==> config.mk <==
export PLATFORM = sky130hd
export DESIGN_NAME = mult_pack_scheduler
export DESIGN_NICKNAME = d
export VERILOG_FILES = /design/src/rtl/mult_sched_pkg.sv /design/src/rtl/mult_pack_scheduler_mult.sv /design/src/rtl/mult_pack_scheduler.sv
export SDC_FILE = /design/constraint.sdc
export NUM_CORES = 1
export LEC_CHECK = 0
export ABC_AREA = 1
export CORE_MARGIN = 5
export CORE_UTILIZATION = 25
export DETAILED_ROUTE_END_ITERATION = 7
export PLACE_DENSITY = 0.5
export SLEW_MARGIN = 20
export SYNTH_ARGS = -nofsm -noshare
export SYNTH_HDL_FRONTEND = slang
export SYNTH_SLANG_ARGS = --single-unit
==> constraint.sdc <==
create_clock -name clk -period 11.3 [get_ports clk]
set_input_delay 1.695 -clock clk [delete_from_list [all_inputs] [get_ports clk]]
set_output_delay 1.695 -clock clk [all_outputs]
set_load 0.01 [all_outputs]
==> src/rtl/mult_sched_pkg.sv <==
// Shared widths, issue-mode encoding and lane helpers for the packing multiplier scheduler.
package mult_sched_pkg;

    localparam int LANE_W = 8;
    localparam int HALF_W = 4;
    localparam int PROD_W = 16;
    localparam int CNT_W  = 16;

    typedef enum logic [1:0] {
        MODE_IDLE = 2'd0,
        MODE_FULL = 2'd1,
        MODE_HALF = 2'd2
    } mode_e;

    // Widen an 8-bit lane product to the result width, honouring operand signedness.
    function automatic logic [PROD_W-1:0] ext_lane(input logic [LANE_W-1:0] p, input logic s);
        return {{(PROD_W-LANE_W){s & p[LANE_W-1]}}, p};
    endfunction

endpackage

==> src/rtl/mult_pack_scheduler_mult.sv <==
// Precision-configurable multiplier: one 8x8 product, or two independent 4x4 lane products.
module multiplier_S_C2x2_F1_8bits_8bits_HighLevelDescribed_auto
    import mult_sched_pkg::*;
(
    input  logic [LANE_W-1:0] i_a,
    input  logic [LANE_W-1:0] i_b,
    input  logic              i_a_sign,
    input  logic              i_b_sign,
    input  logic              i_half_0,
    input  logic              i_half_1,
    output logic [PROD_W-1:0] o_c
);

    logic [PROD_W-1:0] w_a_ext;
    logic [PROD_W-1:0] w_b_ext;
    logic [PROD_W-1:0] w_full_p;
    logic [LANE_W-1:0] w_lane_p [2];
    logic              w_dual;

    assign w_dual   = i_half_1 && !i_half_0;
    assign w_a_ext  = {{(PROD_W-LANE_W){i_a_sign & i_a[LANE_W-1]}}, i_a};
    assign w_b_ext  = {{(PROD_W-LANE_W){i_b_sign & i_b[LANE_W-1]}}, i_b};
    // Low 16 bits of the extended product are exact for both signed and unsigned operands.
    assign w_full_p = w_a_ext * w_b_ext;

    genvar gi;
    generate
        for (gi = 0; gi < 2; gi++) begin : g_lane
            logic [HALF_W-1:0] w_na;
            logic [HALF_W-1:0] w_nb;
            logic [LANE_W-1:0] w_na_ext;
            logic [LANE_W-1:0] w_nb_ext;

            assign w_na          = i_a[gi*HALF_W +: HALF_W];
            assign w_nb          = i_b[gi*HALF_W +: HALF_W];
            assign w_na_ext      = {{(LANE_W-HALF_W){i_a_sign & w_na[HALF_W-1]}}, w_na};
            assign w_nb_ext      = {{(LANE_W-HALF_W){i_b_sign & w_nb[HALF_W-1]}}, w_nb};
            assign w_lane_p[gi]  = w_na_ext * w_nb_ext;
        end
    endgenerate

    assign o_c = w_dual ? {w_lane_p[1], w_lane_p[0]} : w_full_p;

endmodule

==> src/rtl/mult_pack_scheduler.sv <==
// Two-requester scheduler for a shared multiplier; packs compatible 4x4 requests into both lanes.
module mult_pack_scheduler
    import mult_sched_pkg::*;
#(
    parameter logic PACK_DEFAULT = 1'b1
) (
    input  logic              clk,
    input  logic              rst_n,
    input  logic              pack_en_ovr,
    input  logic              pack_en,
    input  logic              req0_valid,
    output logic              req0_ready,
    input  logic [LANE_W-1:0] req0_a,
    input  logic [LANE_W-1:0] req0_b,
    input  logic              req0_signed,
    input  logic              req0_half,
    input  logic              req1_valid,
    output logic              req1_ready,
    input  logic [LANE_W-1:0] req1_a,
    input  logic [LANE_W-1:0] req1_b,
    input  logic              req1_signed,
    input  logic              req1_half,
    output logic              res0_valid,
    input  logic              res0_ready,
    output logic [PROD_W-1:0] res0_c,
    output logic              res1_valid,
    input  logic              res1_ready,
    output logic [PROD_W-1:0] res1_c,
    output logic [CNT_W-1:0]  pack_cnt
);

    logic [1:0]        w_req_valid;
    logic [1:0]        w_req_signed;
    logic [1:0]        w_req_half;
    logic [1:0]        w_res_ready;
    logic [1:0]        w_res_valid;
    logic [1:0]        w_elig;
    logic [1:0]        w_grant;
    logic [LANE_W-1:0] w_req_a [2];
    logic [LANE_W-1:0] w_req_b [2];
    logic [PROD_W-1:0] w_res_q [2];
    logic              w_pack_en;
    logic              w_pack;
    logic              w_sel;
    mode_e             w_issue_mode;

    logic [LANE_W-1:0] w_mul_a;
    logic [LANE_W-1:0] w_mul_b;
    logic              w_mul_a_sign;
    logic              w_mul_b_sign;
    logic              w_half_0;
    logic              w_half_1;
    logic [PROD_W-1:0] w_mul_c;

    logic              r_ptr;
    logic [CNT_W-1:0]  r_pack_cnt;

    assign w_req_valid  = {req1_valid, req0_valid};
    assign w_req_signed = {req1_signed, req0_signed};
    assign w_req_half   = {req1_half, req0_half};
    assign w_res_ready  = {res1_ready, res0_ready};
    assign w_req_a[0]   = req0_a;
    assign w_req_a[1]   = req1_a;
    assign w_req_b[0]   = req0_b;
    assign w_req_b[1]   = req1_b;
    assign w_pack_en    = pack_en_ovr ? pack_en : PACK_DEFAULT;

    genvar gi;
    generate
        for (gi = 0; gi < 2; gi++) begin : g_elig
            // A requester may issue only if its result slot is empty or draining this cycle.
            assign w_elig[gi] = rst_n && w_req_valid[gi] && (!w_res_valid[gi] || w_res_ready[gi]);
        end
    endgenerate

    always_comb begin
        w_pack  = w_pack_en && (&w_elig) && (&w_req_half) && (w_req_signed[0] == w_req_signed[1]);
        w_grant = 2'b00;
        if (w_pack) begin
            w_grant = 2'b11;
        end else if (!r_ptr) begin
            if (w_elig[0])      w_grant = 2'b01;
            else if (w_elig[1]) w_grant = 2'b10;
        end else begin
            if (w_elig[1])      w_grant = 2'b10;
            else if (w_elig[0]) w_grant = 2'b01;
        end
    end

    assign w_sel = w_grant[1];

    always_comb begin
        w_issue_mode = MODE_IDLE;
        w_mul_a      = '0;
        w_mul_b      = '0;
        w_mul_a_sign = 1'b0;
        w_mul_b_sign = 1'b0;
        if (w_pack) begin
            w_issue_mode = MODE_HALF;
            w_mul_a      = {req1_a[HALF_W-1:0], req0_a[HALF_W-1:0]};
            w_mul_b      = {req1_b[HALF_W-1:0], req0_b[HALF_W-1:0]};
            w_mul_a_sign = req0_signed;
            w_mul_b_sign = req0_signed;
        end else if (w_grant != 2'b00) begin
            w_mul_a_sign = w_req_signed[w_sel];
            w_mul_b_sign = w_req_signed[w_sel];
            if (w_req_half[w_sel]) begin
                w_issue_mode = MODE_HALF;
                w_mul_a      = {{(LANE_W-HALF_W){1'b0}}, w_req_a[w_sel][HALF_W-1:0]};
                w_mul_b      = {{(LANE_W-HALF_W){1'b0}}, w_req_b[w_sel][HALF_W-1:0]};
            end else begin
                w_issue_mode = MODE_FULL;
                w_mul_a      = w_req_a[w_sel];
                w_mul_b      = w_req_b[w_sel];
            end
        end
    end

    assign w_half_0 = (w_issue_mode != MODE_HALF);
    assign w_half_1 = (w_issue_mode == MODE_HALF);

    multiplier_S_C2x2_F1_8bits_8bits_HighLevelDescribed_auto u_mult (
        .i_a      (w_mul_a),
        .i_b      (w_mul_b),
        .i_a_sign (w_mul_a_sign),
        .i_b_sign (w_mul_b_sign),
        .i_half_0 (w_half_0),
        .i_half_1 (w_half_1),
        .o_c      (w_mul_c)
    );

    generate
        for (gi = 0; gi < 2; gi++) begin : g_res
            logic              r_res_valid;
            logic [PROD_W-1:0] r_res_c;
            logic [LANE_W-1:0] w_lane;
            logic [PROD_W-1:0] w_res_next;

            // Only requester 1 of a packed pair reads the upper lane; single half ops use the lower.
            assign w_lane     = (w_pack && gi == 1) ? w_mul_c[PROD_W-1:LANE_W] : w_mul_c[LANE_W-1:0];
            assign w_res_next = w_req_half[gi] ? ext_lane(w_lane, w_req_signed[gi]) : w_mul_c;

            always_ff @(posedge clk) begin
                if (!rst_n) begin
                    r_res_valid <= 1'b0;
                    r_res_c     <= '0;
                end else if (w_grant[gi]) begin
                    r_res_valid <= 1'b1;
                    r_res_c     <= w_res_next;
                end else if (w_res_ready[gi]) begin
                    r_res_valid <= 1'b0;
                end
            end

            assign w_res_valid[gi] = r_res_valid;
            assign w_res_q[gi]     = r_res_c;
        end
    endgenerate

    always_ff @(posedge clk) begin
        if (!rst_n) begin
            r_ptr      <= 1'b0;
            r_pack_cnt <= '0;
        end else if (w_pack) begin
            r_pack_cnt <= r_pack_cnt + 16'd1;
        end else if (w_grant == 2'b01) begin
            r_ptr <= 1'b1;
        end else if (w_grant == 2'b10) begin
            r_ptr <= 1'b0;
        end
    end

    assign req0_ready = w_grant[0];
    assign req1_ready = w_grant[1];
    assign res0_valid = w_res_valid[0];
    assign res1_valid = w_res_valid[1];
    assign res0_c     = w_res_q[0];
    assign res1_c     = w_res_q[1];
    assign pack_cnt   = r_pack_cnt;

endmodule

==> out/results.tsv <==
stage	metric	value	unit
die	die area	31000	µm²
critical_path	Worst setup SP type	input pin	
worst_hold_path	Worst Hold Path EP	pack_cnt[15]$_SDFFE_PN0P_	
grt	antenna violations before repair	0	
grt	largest net degree at the start of global routing	31	
sta	max-slew violation count	0	
critical_path	R2R Setup Slk	3.72	ns
critical_path	CP required	11.51	ns
drt	First-pass DRT Iterations	5	
clocking	clk_lat worst skew	0.29	ns
yosys	synthesized instance count	895	
grt	number of global-route vias before repair	5837	
finish	design area	8310	µm²
clocking	cts hold-fix bufs	0	
clocking	Num CTS Buffers	5	
power_and_ir_drop	LEAKAGE	4.09	nW
sta	Tmin final	9.29	ns
yosys	asr flop ratio synth	0	%
yosys	Post-Synthesis Cell Area	6890	µm²
critical_path	Crit Path Max Fanout	19	
yosys	leading register cell type out of synthesis	dfxtp_1	
finish	Final Net Count	1169	
critical_path	Slowest-stage cell, CP	clkdlybuf4s50_1	
worst_hold_path	hold path start	pack_cnt[15]$_SDFFE_PN0P_	
placed_design	placed inst area	8160	µm²
power_and_ir_drop	Power per Cell Area	65.8	nW/µm²
yosys	number of distinct library cells after synthesis	46	
clocking	CTS root buf	clkbuf_16	
sta	Setup Viol. Count Final	0	
sta	Fin Setup TNS	0	ns
die	num rows	60	
sta	fmax	108	MHz
critical_path	Critical R2R Launch	res0_valid$_SDFFE_PN0P_	
worst_hold_path	Min-Delay Path Class	reg2reg	
clocking	clock slew at reported path FFs	0.06	ns
clocking	postcts setup bufs	0	
finish	Antenna Cells	0	
clocking	CTS sink cnt	51	
finish	# fillers	2979	
drt	DR iter-0 viols	370	
sta	Relative slew margins	43.1	%
die	total core area	27000	µm²
critical_path	length in cells of the worst reg-to-reg path	33	
placed_design	GP Congestion	0.902	
clocking	clock tree buffer depth	2	
die	Die H	176	µm
worst_hold_path	Min-Delay Path Depth	2	
die	Top-Level Pins	96	
grt	GR Overflow Total	0	
drt	Vias/cell	4.41	
sta	Tcrit/Tclk final	82.2	%
grt	global-route wire length before repair	33800	µm
critical_path	CP Capture Type	flop	
critical_path	Largest stage delay, worst path	0.69	ns
die	starting density of the core	25.5	%
flow_run	max cap viols	0	
yosys	share of synthesized area occupied by flip-flops and latches	14.8	%
critical_path	critical path class	in2reg	
drt	WL per Instance	16.4	µm
drt	antenna viol nets, final	0	
drt	DR vias	5837	
finish	layout cells sized above 1	8.04	%
placed_design	Final HPWL DP	18700	µm
critical_path	FF-to-FF End	res1_c[12]$_SDFFE_PN0P_	
die	Die Wd	176	µm
sta	RSZ-0062 raised after global routing	no	
clocking	CTS resizes	0	
drt	DR DRC count	0	
finish	number of non-filler instances in the completed layout	1324	
yosys	YS warnings	0	
yosys	Syn Area/Cell	7.69	µm²
finish	Syn-to-layout area delta	20.6	%
clocking	CTS tree	yes	
sta	Final Hold Violating Endpoints	0	
sta	Slew @ Worst Pin	0.847	ns
outcome	status	finished clean	
yosys	EDFF count, synth	0	
placed_design	dpl cells	1317	
sta	Clock Skew	0.00724	ns
grt	Tot GR Track Use	14.1	%
power_and_ir_drop	worst vdd ir	51.5	µV
placed_design	I/O Buffers	95	
finish	commonest non-fill, non-tap cells in the layout	204 x inv_1, 141 x nand2_1, 95 x clkdlybuf4s50_1	
finish	most common cell after layout, fill and taps aside	inv_1	
critical_path	CP dominant cell by count	inv_1	
yosys	Syn Nets	1081	
critical_path	Critical Path AT	9.50	ns
clocking	number of H-tree levels	2	
drt	total wire length	21800	µm
yosys	FF+latch count, synth	51	
-- how the worst max path moves through the flow --
| stage | start | to | slack (ns) | cells after the start |
|---|---|---|---|---|
| floorplan | req0_half | res1_c[15]$_SDFFE_PN0P_ | 3.26 | 38 |
| global placement | rst_n | res1_c[15]$_SDFFE_PN0P_ | 1.79 | 39 |
| detailed placement | rst_n | res1_c[12]$_SDFFE_PN0P_ | 1.72 | 35 |
| CTS | rst_n | res1_c[12]$_SDFFE_PN0P_ | 2.02 | 35 |
| global route | rst_n | res1_c[12]$_SDFFE_PN0P_ | 1.29 | 35 |
| finish | rst_n | res1_c[12]$_SDFFE_PN0P_ | 2.01 | 35 |
-- power by group --
| part | internal (mW) | switching, mW |
|---|---|---|
| Sequential | 0.188 | 0.00580 |
| Combinational | 0.0755 | 0.123 |
| Clock | 0.0867 | 0.0682 |
| Total | 0.350 | 0.197 |
-- worst max-delay path: cells and delay by family --
family,cells,cell delay (ns)
compound gates,7,1.40
fa+ha+maj,7,3.17
simple gates,11,1.60
buf+inv,10,1.65
-- cell type report --
type | instances | area (µm²) | area share, %
multi-input combinational | 611 | 4920 | 59.2
sequential | 51 | 1020 | 12.3
timing repair buffer | 98 | 973 | 11.7
inverter | 216 | 825 | 9.92
tap | 341 | 427 | 5.14
clock buffer | 6 | 139 | 1.67
clock inverter | 1 | 5.00 | 0.0602
-- per-layer routing --
metal  vias up  global-route usage [%]  part of all wire, %
met5         -                       0                    0
li1       2921                       -                    -
met1      2775                    21.4                   50
met3        14                    2.03                  5.3
met4         0                    2.24                  1.0
met2       127                    21.5                   43
-- per-stage QoR --
stage	total power, mW	utilization, %	worst slack, ns	hold slack (ns)
after floorplan	0.316	-	3.26	0.450
after CTS	0.552	30.7	2.02	0.476
after global routing	0.580	30.7	1.29	0.515
after global placement	0.397	30.2	1.79	0.458
after detailed placement	0.397	30.2	1.72	0.466
final	0.547	30.7	2.01	0.470
-- synthesized netlist by cell type, types with 3 or more instances --
| master | count | share of area (%) |
|---|---|---|
| nor2_1 | 83 | 4.5 |
| nand3_1 | 23 | 1.7 |
| dfxtp_1 | 51 | 15 |
| nand2_2 | 17 | 1.5 |
| xnor2_1 | 13 | 1.7 |
| nand3_2 | 11 | 1.6 |
| ha_1 | 58 | 11 |
| o21ai_0 | 41 | 3.0 |
| clkbuf_1 | 9 | 0.49 |
| nor3_1 | 5 | 0.36 |
| xor2_1 | 14 | 1.8 |
| or2_2 | 7 | 0.64 |
| nor4_1 | 3 | 0.27 |
| nand4_1 | 4 | 0.36 |
| a21oi_2 | 9 | 1.1 |
| o21a_1 | 3 | 0.33 |
| o21ai_1 | 10 | 0.73 |
| inv_1 | 204 | 11 |
| a31oi_1 | 7 | 0.64 |
| a21oi_1 | 28 | 2.0 |
| buf_6 | 5 | 0.82 |
| nand2_1 | 141 | 7.7 |
| inv_2 | 9 | 0.49 |
| o211ai_1 | 12 | 1.3 |
| nor2_2 | 4 | 0.36 |
| fa_1 | 84 | 24 |
| nand2_4 | 4 | 0.65 |
| o21bai_1 | 12 | 1.3 |
-- state kept, by name (all words and copies together), names as in the netlist --
register and cells:
res0_valid 1, pack_cnt 16, res1_valid 1, res0_c 16, res1_c 16, r_ptr 1
-- kinds of logic (layout without fill, tap and decap cells) --
| logic type | Yosys count | after routing | share of synthesized area, % |
|---|---|---|---|
| fa+ha+maj | 142 | 142 | 35.0 |
| flops | 51 | 51 | 14.8 |
| compound gates | 131 | 131 | 11.8 |
| buf+inv | 233 | 321 | 13.8 |
| mux | 2 | 2 | 0.291 |
| xor+xnor | 27 | 27 | 3.43 |
| simple gates | 309 | 309 | 21.0 |
Power figures use the tool's default switching activity.
